<file path="src/rtl/spike_time_capture.sv">
`default_nettype none
// ============================================================================
// Module   : spike_time_capture
// Brief    : Latches the first-spike time of each channel within a fixed window.
// Revision : 1.0
// ============================================================================
module spike_time_capture #(
    parameter int NUM_CH = 4,
    parameter int TIME_W = 4,
    parameter int PERIOD = 16
) (
    input  logic                     clk,
    input  logic                     rst,
    input  logic                     start,
    input  logic [NUM_CH-1:0]        spike_in,
    input  logic                     result_ready,
    output logic [TIME_W-1:0]        time_val,
    output logic                     busy,
    output logic                     result_valid,
    output logic [NUM_CH*TIME_W-1:0] spike_time,
    output logic [NUM_CH-1:0]        no_spike
);

    localparam logic [TIME_W-1:0] c_LAST = TIME_W'(PERIOD - 1);

    typedef enum logic [1:0] {
        S_IDLE = 2'd0,
        S_RUN  = 2'd1,
        S_HOLD = 2'd2
    } state_t;

    state_t             r_state;
    state_t             w_state_nxt;
    logic [TIME_W-1:0]  r_time;
    logic [TIME_W-1:0]  w_time_nxt;
    logic               r_busy;
    logic               r_valid;
    logic [TIME_W-1:0]  r_st [NUM_CH];
    logic [NUM_CH-1:0]  r_ns;
    logic               w_clear;
    logic               w_capture;

    always_comb begin
        w_state_nxt = r_state;
        w_time_nxt  = r_time;
        w_clear     = 1'b0;
        w_capture   = 1'b0;
        unique case (r_state)
            S_IDLE: begin
                w_time_nxt = '0;
                if (start) begin
                    w_state_nxt = S_RUN;
                    w_clear     = 1'b1;
                end
            end
            S_RUN: begin
                w_capture = 1'b1;
                if (r_time == c_LAST) begin
                    w_state_nxt = S_HOLD;
                end else begin
                    w_time_nxt = r_time + 1'b1;
                end
            end
            S_HOLD: begin
                if (result_ready) begin
                    w_state_nxt = S_IDLE;
                    w_time_nxt  = '0;
                end
            end
            default: begin
                w_state_nxt = S_IDLE;
                w_time_nxt  = '0;
            end
        endcase
    end

    always_ff @(posedge clk) begin
        if (rst) begin
            r_state <= S_IDLE;
            r_time  <= '0;
            r_busy  <= 1'b0;
            r_valid <= 1'b0;
            r_ns    <= '1;
            for (int i = 0; i < NUM_CH; i++) begin
                r_st[i] <= '1;
            end
        end else begin
            r_state <= w_state_nxt;
            r_time  <= w_time_nxt;
            r_busy  <= (w_state_nxt == S_RUN);
            r_valid <= (w_state_nxt == S_HOLD);
            if (w_clear) begin
                r_ns <= '1;
                for (int i = 0; i < NUM_CH; i++) begin
                    r_st[i] <= '1;
                end
            end else if (w_capture) begin
                // no_spike doubles as the "not yet latched" flag, so only the onset is kept
                for (int i = 0; i < NUM_CH; i++) begin
                    if (spike_in[i] && r_ns[i]) begin
                        r_st[i] <= r_time;
                        r_ns[i] <= 1'b0;
                    end
                end
            end
        end
    end

    generate
        for (genvar g = 0; g < NUM_CH; g++) begin : g_pack
            assign spike_time[g*TIME_W +: TIME_W] = r_st[g];
        end
    endgenerate

    assign time_val     = r_time;
    assign busy         = r_busy;
    assign result_valid = r_valid;
    assign no_spike     = r_ns;

endmodule
`default_nettype wire
</file>
<file path="config.mk">
export PLATFORM = sky130hd
export DESIGN_NAME = spike_time_capture
export DESIGN_NICKNAME = d
export VERILOG_FILES = /design/src/rtl/spike_time_capture.sv
export SDC_FILE = /design/constraint.sdc
export NUM_CORES = 1
export LEC_CHECK = 0
export ABC_CLOCK_PERIOD_IN_PS = 1800
export CAP_MARGIN = 0
export CORE_UTILIZATION = 48
export CTS_BUF_LIST = sky130_fd_sc_hd__clkbuf_4
export DETAILED_ROUTE_END_ITERATION = 12
export GPL_TIMING_DRIVEN = 0
export HOLD_SLACK_MARGIN = 0.1
export PLACE_DENSITY_LB_ADDON = 0.1
export SLEW_MARGIN = 20
export SYNTH_ARGS = -nofsm -noshare
export SYNTH_HDL_FRONTEND = slang
export SYNTH_SLANG_ARGS = --single-unit
</file>
<file path="constraint.sdc">
create_clock -name clk -period 1.8 [get_ports clk]
set_clock_uncertainty 0.15 [all_clocks]
set_input_delay 0.36 -clock clk [delete_from_list [all_inputs] [get_ports clk]]
set_output_delay 0.36 -clock clk [all_outputs]
set_load 0.01 [all_outputs]
</file>
==> impl_metrics.py <==
metrics = {
    "logic_synthesis": {
        "yosysSeqAreaShare": 0.598,
        "syn_inst": 102,
        "syn-num-nets": 111,
        "synth_edf_count": 12,
        "async_flop_share": 0,
        "avgSynthCellArea_um2": 11.2,
        "ys_ff_latch": 28,
        "synth-main-ff-cell": "dfxtp_1",
        "yosys_warnings": 0,
        "yosysUniqueCellTypes": 33,
        "synth_area_mm2": 0.00114,
    },
    "clocking": {
        "cts_tree": "done",
        "clkTransAtPathRegs_ps": 140,
        "cts_sinks": 28,
        "clockBufferDepth": 2,
        "htree_num_levels": 1,
        "worstSkewPairLatency_ps": 340,
        "clock-root-buffer": "clkbuf_4",
        "cts-buffers-inserted": 3,
    },
    "cells_and_area": {
        "drive_above_1_share": 0.187,
        "layout.nets": 149,
        "syn_to_final_growth_pct": 41.1,
        "fin_util": 0.719,
        "n_antenna_cell": 0,
    },
    "critical_path": {
        "startpoint": "no_spike[1]",
        "crit_path_cell_trace": "clkdlybuf4s50_1",
        "r2r_start": "r_state[0]",
        "timing.rr.end": "r_st[1][0]",
        "ff2ff_setup_slack_ps": 150,
        "critPathArrivalTime_ps": 1240,
        "start_kind": "register",
        "endpoint_kind": "primary output",
        "path_class": "register to primary output",
        "critPathSlowestCell": "clkdlybuf4s50_1",
        "crit_buf_inv": 1,
        "r2r_cells": 3,
        "path_max_fanout": 4,
        "cpPeakStageDelay_ps": 540,
        "crit_family": "buffers and inverters",
        "crit_required_ps": 1290,
    },
    "die": {
        "num_rows": 17,
        "initial_utilization": 0.510,
        "die-area_mm2": 0.00257,
        "die_h_um": 50.7,
        "die_width_um": 50.7,
        "coreArea_mm2": 0.00223,
        "top_level_ports": 34,
    },
    "sta": {
        "tightest_slew_ps": 552,
        "clock.fmax_mhz": 572,
        "fin_tns_setup_ps": 0,
        "hold_viol_final": 0,
        "finalCritPeriodShare": 0.972,
        "finalSetupViolCount": 0,
        "min_period_ps": 1750,
        "maxSlewViolCount": 0,
        "timing.slew.headroom": 0.631,
        "rsz0062_at_grt": "false",
    },
    "global_route": {
        "antenna_found_initial": 0,
        "use_met1": 0.221,
        "grt_max_degree": 17,
        "grt_pass1_vias": 861,
        "grtUsageMet2": 0.349,
        "grt-ovfl-total": 0,
        "grt.busiest_layer": "met2",
        "track_usage": 0.198,
        "grt_use_met3": 0.0303,
        "grt_pass1_wl_um": 3660,
    },
    "pwr": {
        "ir_drop_mv": 0.552,
        "power_leakage_nw": 0.608,
        "powerDensity_mw_per_mm2": 840,
    },
    "routing": {
        "first_iter_violations": 16,
        "drcViolationCount": 0,
        "wl_per_cell_um": 14.1,
        "wirelength_um": 2360,
        "dr.pass1.iters": 4,
        "ant_nets": 0,
        "via_count": 908,
        "via_per_inst": 5.44,
    },
    "placed_design": {
        "gp_congestion": 0.785,
        "portBuffers": 33,
        "post-dp-hpwl_um": 1720,
    },
    "outcome": {
        "status": "completed",
    },
    "worst_hold_path": {
        "hold_end": "no_spike[3]",
        "hp-class": "register to register",
        "min_path_cells": 1,
        "hold_start": "no_spike[3]",
    },
    "run": {
        "cap_violations": 0,
    },
}
==> timing repair <==
action                                  4_1_cts  5_1_grt
setup buffers                                 0        0
endpoints found under the setup margin       17       30
hold buffers                                  0        0
gates resized for setup                       6       19
==> layout by cell type, fill, tap and decap left out, types with 2 or more instances in the layout <==
| cell | synthesis | final |
|---|---|---|
| a21o_1 | 5 | 5 |
| a31oi_1 | 4 | 4 |
| and2_1 | 2 | 2 |
| clkbuf_4 | 0 | 3 |
| clkdlybuf4s50_1 | 0 | 27 |
| dfxtp_1 | 16 | 8 |
| dfxtp_2 | 0 | 6 |
| dfxtp_4 | 0 | 2 |
| dlymetal6s2s_1 | 0 | 6 |
| edfxtp_1 | 12 | 12 |
| inv_1 | 4 | 4 |
| nand2_1 | 20 | 20 |
| nand3_1 | 2 | 2 |
| nor2_1 | 2 | 2 |
| nor3_2 | 0 | 3 |
| nor4_1 | 4 | 4 |
| o21ai_1 | 0 | 3 |
| or2_1 | 2 | 2 |
| or2_2 | 2 | 2 |
==> synthesized netlist by cell type (all sizes together) (2+ instances only) <==
cell / number / share of area
nor2: 2 / 0.0066
a21o: 5 / 0.033
or2: 4 / 0.022
nand2: 20 / 0.066
and2: 2 / 0.011
o21ai: 5 / 0.025
a21oi: 2 / 0.0088
dfxtp: 16 / 0.28
nor3: 3 / 0.013
a31oi: 4 / 0.022
edfxtp: 12 / 0.32
nor4: 4 / 0.022
nor4b: 2 / 0.021
inv: 4 / 0.013
nand3: 2 / 0.0088
==> worst max-delay path by stage <==
stage	slack (ps)	depth (start not counted)	end
after global placement	-480	3	r_st[0][0]
after global routing	2	1	no_spike[0]
after CTS	-7	4	r_st[3][0]
after detailed placement	-490	3	r_st[0][3]
final	50	1	no_spike[1]
after floorplan	230	3	r_st[1][0]
==> where the power goes <==
| group | internal [mW] | switching, mW | total (mW) |
|---|---|---|---|
| combinational | 0.105 | 0.108 | 0.213 |
| sequential | 0.701 | 0.0232 | 0.724 |
| clock | 0.226 | 0.186 | 0.412 |
==> per-layer routing <==
metal	share of wire	vias up
li1	-	449
met1	0.39	414
met2	0.52	38
met3	0.056	7
met4	0.028	0
met5	0	-
==> cell type report <==
type / count / area, um^2
sequential: 28 / 696
fill: 178 / 627
multi-input combinational: 68 / 453
timing repair buffer: 33 / 345
tap: 28 / 35.0
clock inverter: 1 / 30.0
clock buffer: 3 / 22.5
inverter: 4 / 15.0
buffer: 2 / 10.0
==> state kept, by name, summed over array words and instances (netlist names) <==
name and cells:
busy 1, r_state 2, result_valid 1, no_spike 4
time_val 4, r_st 16
==> cells by family after synthesis <==
| group | synth area share |
|---|---|
| and+or+nand+nor | 0.208 |
| DFF | 0.598 |
| AOI/OAI and AO/OA | 0.163 |
| buffers and inverters | 0.0209 |
| adders and majority gates | 0.0110 |
==> per-stage QoR <==
stage | setup WS, ps | instances | power, mW | hold WS (ps) | cell area, um^2
2_1_floorplan | 231 | 102 | 0.839 | 366 | 1140
3_3_place_gp | -479 | 163 | 0.941 | 310 | 1500
3_5_place_dp | -488 | 163 | 0.945 | 326 | 1500
4_1_cts | -6.93 | 167 | 1.35 | 362 | 1570
5_1_grt | 1.98 | 167 | 1.40 | 356 | 1610
6_report | 50.5 | 167 | 1.35 | 333 | 1610
Power figures use the tool's default switching activity.
